**config.mk**
```make
export PLATFORM = sky130hd
export DESIGN_NAME = rvfi_commit_serializer
export DESIGN_NICKNAME = d
export VERILOG_FILES = /design/src/rtl/rvfi_pkg.sv /design/src/rtl/rvfi_commit_serializer_pkg.sv /design/src/rtl/rvfi_commit_serializer_trace_fifo.sv /design/src/rtl/rvfi_commit_serializer.sv
export SDC_FILE = /design/constraint.sdc
export NUM_CORES = 2
export LEC_CHECK = 0
export CORE_ASPECT_RATIO = 1.75
export CORE_MARGIN = 2
export CORE_UTILIZATION = 40
export CTS_CLUSTER_SIZE = 20
export DETAILED_ROUTE_END_ITERATION = 8
export PLACE_DENSITY = 0.59
export SETUP_SLACK_MARGIN = 0.02
export SLEW_MARGIN = 5
export SYNTH_ARGS = -nofsm -noshare
export SYNTH_HDL_FRONTEND = slang
export SYNTH_SLANG_ARGS = --single-unit
```
**constraint.sdc**
```tcl
create_clock -name clk_i -period 40 [get_ports clk_i]
set_input_delay 6 -clock clk_i [delete_from_list [all_inputs] [get_ports clk_i]]
set_output_delay 6 -clock clk_i [all_outputs]
set_load 0.01 [all_outputs]
```
**src/rtl/rvfi_pkg.sv**
```systemverilog
// RVFI record types shared by the commit serializer and its consumers.
// Latency: n/a (types only).
// Backpressure: n/a (types only).
package rvfi_pkg;

    // One retired (or trapped) instruction as reported by the core.
    typedef struct packed {
        logic        valid;
        logic        trap;
        logic [31:0] insn;
        logic [63:0] pc_rdata;
        logic [4:0]  rd_addr;
        logic [63:0] rd_wdata;
    } rvfi_instr_t;

    // One serialized trace entry: the record plus its capture-cycle and order stamps.
    typedef struct packed {
        rvfi_instr_t rec;
        logic [31:0] cycle;
        logic [63:0] order;
    } rvfi_trace_entry_t;

endpackage

```
**src/rtl/rvfi_commit_serializer_pkg.sv**
```systemverilog
// Constants and helpers local to the commit serializer.
// Latency: n/a (package).
// Backpressure: n/a (package).
package rvfi_commit_serializer_pkg;

    localparam int          DROP_CNT_W   = 16;
    localparam logic [15:0] DROP_CNT_MAX = 16'hFFFF;
    localparam int          ENTRY_W      = $bits(rvfi_pkg::rvfi_trace_entry_t);

    // Saturating add for the drop counter.
    function automatic logic [DROP_CNT_W-1:0] sat_add16(input logic [DROP_CNT_W-1:0] a,
                                                        input logic [DROP_CNT_W-1:0] b);
        logic [DROP_CNT_W:0] sum;
        sum = {1'b0, a} + {1'b0, b};
        return sum[DROP_CNT_W] ? DROP_CNT_MAX : sum[DROP_CNT_W-1:0];
    endfunction

endpackage

```
**src/rtl/rvfi_commit_serializer_trace_fifo.sv**
```systemverilog
// Multi-write, single-read circular buffer holding serialized trace entries.
// Latency: a write is visible at rd_data_o/level_o one cycle later.
// Backpressure: none internally; the writer must not exceed free space.
// Ports: clk_i/rst_i, flush_i (sync clear), wr_cnt_i entries from wr_data_i[0..],
//        rd_en_i pops the head, rd_data_o head entry, level_o occupancy.
module rvfi_trace_fifo #(
    parameter int WIDTH = 8,
    parameter int DEPTH = 8,
    parameter int NR_WR = 2,
    localparam int AW   = $clog2(DEPTH),
    localparam int CW   = $clog2(NR_WR + 1),
    localparam int LW   = AW + 1
) (
    input  logic                        clk_i,
    input  logic                        rst_i,
    input  logic                        flush_i,
    input  logic [CW-1:0]               wr_cnt_i,
    input  logic [NR_WR-1:0][WIDTH-1:0] wr_data_i,
    input  logic                        rd_en_i,
    output logic [WIDTH-1:0]            rd_data_o,
    output logic [LW-1:0]               level_o
);

    logic [WIDTH-1:0] mem_q [DEPTH];
    logic [AW-1:0]    wptr_q, wptr_d;
    logic [AW-1:0]    rptr_q, rptr_d;
    logic [LW-1:0]    level_q, level_d;

    // Pointers are exactly AW bits wide, so the additions wrap modulo DEPTH.
    always_comb begin
        wptr_d  = wptr_q + AW'(wr_cnt_i);
        rptr_d  = rptr_q + AW'(rd_en_i);
        level_d = level_q + LW'(wr_cnt_i) - LW'(rd_en_i);
        if (flush_i) begin
            wptr_d  = '0;
            rptr_d  = '0;
            level_d = '0;
        end
    end

    always_ff @(posedge clk_i or posedge rst_i) begin
        if (rst_i) begin
            wptr_q  <= '0;
            rptr_q  <= '0;
            level_q <= '0;
        end else begin
            wptr_q  <= wptr_d;
            rptr_q  <= rptr_d;
            level_q <= level_d;
        end
    end

    // Storage is not reset; contents are only observed while level_q != 0.
    always_ff @(posedge clk_i) begin
        for (int k = 0; k < NR_WR; k++) begin
            if (!flush_i && (k < int'(wr_cnt_i))) begin
                mem_q[wptr_q + AW'(k)] <= wr_data_i[k];
            end
        end
    end

    assign rd_data_o = mem_q[rptr_q];
    assign level_o   = level_q;

endmodule

```
**src/rtl/rvfi_commit_serializer.sv**
```systemverilog
// Serializes up to NR_COMMIT_PORTS RVFI commits per cycle into one stamped trace stream.
// Latency: one cycle from capture to trace_valid_o; all outputs are registered.
// Backpressure: trace_ready_i stalls the head; a cycle that does not fit is dropped whole and counted.
// Ports: clk_i/rst_i, rvfi_i commit records, flush_i buffer clear, trace_valid_o/trace_ready_i/trace_o
//        output stream, level_o occupancy, overflow_o sticky drop flag, drop_cnt_o saturating drop count.
module rvfi_commit_serializer
    import rvfi_pkg::*;
    import rvfi_commit_serializer_pkg::*;
#(
    parameter int NR_COMMIT_PORTS = 2,
    parameter int DEPTH           = 8
) (
    input  logic                              clk_i,
    input  logic                              rst_i,
    input  rvfi_instr_t [NR_COMMIT_PORTS-1:0] rvfi_i,
    input  logic                              flush_i,
    output logic                              trace_valid_o,
    input  logic                              trace_ready_i,
    output rvfi_trace_entry_t                 trace_o,
    output logic [$clog2(DEPTH):0]            level_o,
    output logic                              overflow_o,
    output logic [15:0]                       drop_cnt_o
);

    localparam int LW = $clog2(DEPTH) + 1;
    localparam int CW = $clog2(NR_COMMIT_PORTS + 1);

    logic [31:0]           cycle_q, cycle_d;
    logic [63:0]           order_q, order_d;
    logic                  overflow_q, overflow_d;
    logic [15:0]           drop_cnt_q, drop_cnt_d;

    logic [NR_COMMIT_PORTS-1:0] cap;
    logic [CW-1:0]              slot [NR_COMMIT_PORTS];
    logic [CW-1:0]              n_cap;
    logic [LW-1:0]              level;
    logic [LW-1:0]              free_slots;
    logic                       fits;
    logic                       accept;
    logic                       reject;
    logic                       pop;
    logic [CW-1:0]              wr_cnt;
    logic [NR_COMMIT_PORTS-1:0][ENTRY_W-1:0] wr_data;
    logic [ENTRY_W-1:0]         rd_data;

    // Each captured port's slot is the number of captured ports below it,
    // which packs captures densely in ascending port order.
    always_comb begin
        n_cap = '0;
        for (int i = 0; i < NR_COMMIT_PORTS; i++) begin
            cap[i]  = rvfi_i[i].valid | rvfi_i[i].trap;
            slot[i] = n_cap;
            n_cap   = n_cap + CW'(cap[i]);
        end
    end

    always_comb begin
        wr_data = '0;
        for (int k = 0; k < NR_COMMIT_PORTS; k++) begin
            for (int i = 0; i < NR_COMMIT_PORTS; i++) begin
                if (cap[i] && (slot[i] == CW'(k))) begin
                    wr_data[k] = {rvfi_i[i], cycle_q, order_q + 64'(k)};
                end
            end
        end
    end

    // Room is judged against the pre-pop level: a same-cycle pop gives no credit.
    always_comb begin
        free_slots = LW'(DEPTH) - level;
        fits       = 32'(n_cap) <= 32'(free_slots);
        accept     = !flush_i && (n_cap != '0) && fits;
        reject     = !flush_i && (n_cap != '0) && !fits;
        wr_cnt     = accept ? n_cap : '0;
        pop        = trace_valid_o && trace_ready_i;
    end

    // Order advances for every captured entry, so drops and flushes leave gaps.
    always_comb begin
        cycle_d    = cycle_q + 32'd1;
        order_d    = order_q + 64'(n_cap);
        overflow_d = overflow_q | reject;
        drop_cnt_d = reject ? sat_add16(drop_cnt_q, 16'(n_cap)) : drop_cnt_q;
    end

    always_ff @(posedge clk_i or posedge rst_i) begin
        if (rst_i) begin
            cycle_q    <= '0;
            order_q    <= '0;
            overflow_q <= 1'b0;
            drop_cnt_q <= '0;
        end else begin
            cycle_q    <= cycle_d;
            order_q    <= order_d;
            overflow_q <= overflow_d;
            drop_cnt_q <= drop_cnt_d;
        end
    end

    rvfi_trace_fifo #(
        .WIDTH (ENTRY_W),
        .DEPTH (DEPTH),
        .NR_WR (NR_COMMIT_PORTS)
    ) u_fifo (
        .clk_i     (clk_i),
        .rst_i     (rst_i),
        .flush_i   (flush_i),
        .wr_cnt_i  (wr_cnt),
        .wr_data_i (wr_data),
        .rd_en_i   (pop),
        .rd_data_o (rd_data),
        .level_o   (level)
    );

    assign trace_o       = rd_data;
    assign level_o       = level;
    assign trace_valid_o = (level != '0);
    assign overflow_o    = overflow_q;
    assign drop_cnt_o    = drop_cnt_q;

endmodule

```
==> metrics.md <==
| Metric | Value |
|---|---|
| Status | `complete, no violations` |
| Vias | `77593` |
| Fin Setup TNS | `0 ns` |
| Total leakage power | `41.3 nW` |
| Post-Syn Area | `0.110 mm²` |
| Ys async rst share | `0.0552` |
| Final period utilization | `0.350` |
| Register area | `0.0663 mm²` |
| Largest net degree at the start of global routing | `approximately 150` |
| Initial core utilization | `0.402` |
| CTS H-tree lvls | `4` |
| Routed wire length | `363 mm` |
| WL/cell | `27.8 µm` |
| Reg2reg path depth | `11` |
| I/O pin total | `between 600 and 700` |
| Hold Path Class | `register to register` |
| TritonRoute pass-1 iters | `6` |
| Mux share of post-synthesis cell area | `0.135` |
| Initial DRC Count | `just under 8000` |
| Critical Path RT | `34.00 ns` |
| Critical path class | `register to primary output` |
| Mapped Cells | `approximately 9100` |
| RSZ-0062 raised after global routing | `no` |
| Total grt overflow | `0` |
| Die Width | `400 µm` |
| Post-DR vias/cell | `5.94` |
| CTS-repair resized insts | `0` |
| Post-synthesis adder-cell area fraction | `0.00287` |
| Clock slew seen by the registers of the worst setup and hold paths | `0.07 ns` |
| Clock tree sinks | `2227` |
| Layout cells sized above 1 | `0.139` |
| Fillers | `24477` |
| Worst Tran Pin Value | `1.34 ns` |
| Synth Area in Compound Gates | `0.0987` |
| EDFF count, synth | `2104` |
| Initial antenna violation count | `13` |
| Max-Cap Viols | `0` |
| Cts hold-fix bufs | `0` |
| Pins Over Slew Limit | `0` |
| End of the worst hold path | `overflow_o$_DFF_PP0_` |
| Post-Syn Nets | `9480` |
| CP startpoint kind | `register` |
| Final Hold Fails | `0` |
| Clock latency on the worst-skew pair | `0.91 ns` |
| Global-route wire length before repair | `524 mm` |
| Sequential area share after synthesis | `0.602` |
| Maximum VDD drop | `between 0.05 and 0.06 mV` |
| Full die area | `0.279 mm²` |
| Main combinational cell family by area after synthesis | `multiplexers` |
| #FFs+latches synth | `2227` |
| Mapped Avg Cell Area | `12.1 µm²` |
| # rows | `254` |
| Area of the multi-input gates | `0.0405 mm²` |
| Yosys synthesis warning count | `0` |
| Worst hold path stage count | `1` |
| Root Driver | `clkbuf_16` |
| Worst Min Path Start | `overflow_o$_DFF_PP0_` |
| GR Util All Layers | `0.252` |
| Die Y | `approximately 700 µm` |
| RR Startpoint | `u_fifo.level_o[0]$_DFF_PP0_` |
| Area grow syn2layout | `14.3%` |
| Routability Congestion | `0.937` |
| Antenna Nets Post-Route | `0` |
| Worst slew margin | `0.101` |
| CTS Buf Count | `214` |
| Distinct cells, synth | `72` |
| Setup ws final | `26.02 ns` |
| Primary FF master, synth | `edfxtp_1` |
| Vias in the first global route | `77392` |
| XOR/XNOR Fraction of Synth Area | `0.0132` |
| Setup Buffers After CTS | `0` |
| Flop2flop setup slack | `33.88 ns` |
| CTS tree | `built` |
| Post-DP HPWL | `between 200 and 250 mm` |
| Period minus WS final | `~14 ns` |
| Core Area | `0.274 mm²` |
| DRC errors left | `0` |
| Simple-Gate Fraction of Synth Area | `0.116` |
| Min Hold Slack | `0.494 ns` |
| Port bufs | `622` |
| Max Clock Skew | `about 0.081 ns` |
| Post-place setup slack | `26.64 ns` |
| Fmax | `0.0715 GHz` |
| Max FO, Critical Path | `43` |
| Critical path endpoint category | `primary output` |
| Clk buf depth | `4` |
| Worst path arrival time | `7.98 ns` |
| Final setup viols | `0` |
| Pwr/cell area | `about 59 mW/mm²` |
| Design Power | `0.00741 W` |
| Nets@finish | `9663` |
| R2r endpoint | `u_fifo.mem_q[5][183]$_DFFE_PP_` |
cells by family after synthesis:
kind of cell	count (synthesis)
and+or+nand+nor	2971
DFF	2227
AOI/OAI and AO/OA	2103
buffers and inverters	831
muxes	796
xor gates and xnor gates	166
adders and majority gates	24
final cells by class:
class / count / share of cell area
clock inverters: 102 / 0.00799
repair buffers: 778 / 0.0599
well taps: 3584 / 0.0357
clock buffers: 282 / 0.0463
diodes: 7 / 0.000139
flip-flops and latches: 2227 / 0.527
inverters: 20 / 0.000637
multi-input cells: 6060 / 0.322
stage by stage:
stage | std cells | util | instance area [µm²]
global placement | 12669 | 0.434 | 119000
detailed placement | 12669 | 0.434 | 119000
CTS | 13053 | 0.459 | 126000
finish | 13060 | 0.459 | 126000
floorplan | 9118 | - | 110000
global route | 13060 | 0.459 | 126000
worst max-delay path, stage by stage (launching register included):
cell	delay, ns
dfrtp_4	0.72
buf_4	0.67
buf_4	0.71
buf_4	0.85
buf_4	0.85
buf_4	0.83
buf_4	0.80
mux4_2	0.60
mux2_2	0.32
clkdlybuf4s50_1	0.50
synth_stat cells (all sizes together) (5+ instances only):
master,number,area (µm²)
a21o,6,45.0
a21oi,1393,6970
a31oi,39,244
and2,297,1860
and3,22,139
and4,25,219
buf,290,1430
clkbuf,519,1960
dfrtp,123,3080
edfxtp,2104,63200
ha,22,275
inv,19,71.3
mux2,267,3010
mux4,526,11800
nand2,1000,3750
nand2b,16,100
nand3,57,285
nand4,52,347
nor2,1400,5260
nor2b,7,43.8
nor3,39,235
nor4,16,158
o21ai,480,2400
o22ai,165,1030
o31ai,5,37.5
or2,8,52.6
or3,10,62.6
or4,8,71.3
xnor2,93,815
xor2,73,639
power breakdown:
part           internal (W)  switching (W)
clock               0.00114       0.000905
sequential          0.00294      0.0000903
combinational      0.000989        0.00134
total               0.00508        0.00234
cells in the final DEF (no fill, tap or decap), types with 11 or more instances in the layout:
| master | synthesis | layout |
|---|---|---|
| edfxtp_1 | 2104 | 2104 |
| nor2_1 | 1400 | 1399 |
| a21oi_1 | 1393 | 1393 |
| nand2_1 | 1000 | 991 |
| clkdlybuf4s50_1 | 0 | 622 |
| mux4_2 | 526 | 526 |
| o21ai_0 | 311 | 308 |
| and2_1 | 294 | 294 |
| mux2_2 | 266 | 266 |
| clkbuf_16 | 0 | 219 |
| o21ai_1 | 169 | 169 |
| o22ai_1 | 165 | 165 |
| buf_4 | 9 | 145 |
| dfrtp_1 | 123 | 120 |
| xnor2_1 | 93 | 93 |
| xor2_1 | 73 | 73 |
| nand3_1 | 57 | 57 |
| clkbuf_1 | 511 | 53 |
| nand4_1 | 50 | 50 |
| a31oi_1 | 39 | 39 |
| clkinv_2 | 0 | 39 |
| clkinv_1 | 1 | 34 |
| nor3_1 | 31 | 30 |
| and4_1 | 25 | 25 |
| and3_1 | 21 | 21 |
| ha_1 | 22 | 19 |
| bufinv_16 | 0 | 19 |
| inv_1 | 19 | 18 |
| nand2b_1 | 16 | 16 |
| buf_12 | 1 | 11 |
registers in the layout (all words and copies together) (netlist names):
name / count
overflow_o: 1
drop_cnt_o: 16
u_fifo.rptr_q: 3
order_q: 64
u_fifo.mem_q: 2104
u_fifo.level_o: 4
cycle_q: 32
u_fifo.wptr_q: 3
metal layers:
metal | vias to the layer above | GRT usage | routed length, µm
met4 | 6 | 0.115 | 17400
li1 | 33913 | - | -
met1 | 39028 | 0.315 | 137000
met5 | - | 0 | 29
met3 | 768 | 0.0360 | 27100
met2 | 3878 | 0.433 | 181000
worst max-delay path by stage:
stage / startpoint / slack (ns) / cells after the start / endpoint
final: u_fifo.rptr_q[0]$_DFF_PP0_ / 26.02 / 9 / trace_o[203]
after global routing: u_fifo.rptr_q[0]$_DFF_PP0_ / 25.30 / 9 / trace_o[204]
after CTS: u_fifo.rptr_q[0]$_DFF_PP0_ / 25.66 / 9 / trace_o[194]
after detailed placement: u_fifo.rptr_q[0]$_DFF_PP0_ / 26.64 / 9 / trace_o[194]
after global placement: u_fifo.rptr_q[0]$_DFF_PP0_ / 26.67 / 9 / trace_o[194]
after floorplan: rvfi_i[166] / 4.02 / 13 / u_fifo.mem_q[2][0]$_DFFE_PP_
No activity file was read; power rests on OpenSTA's default activity.
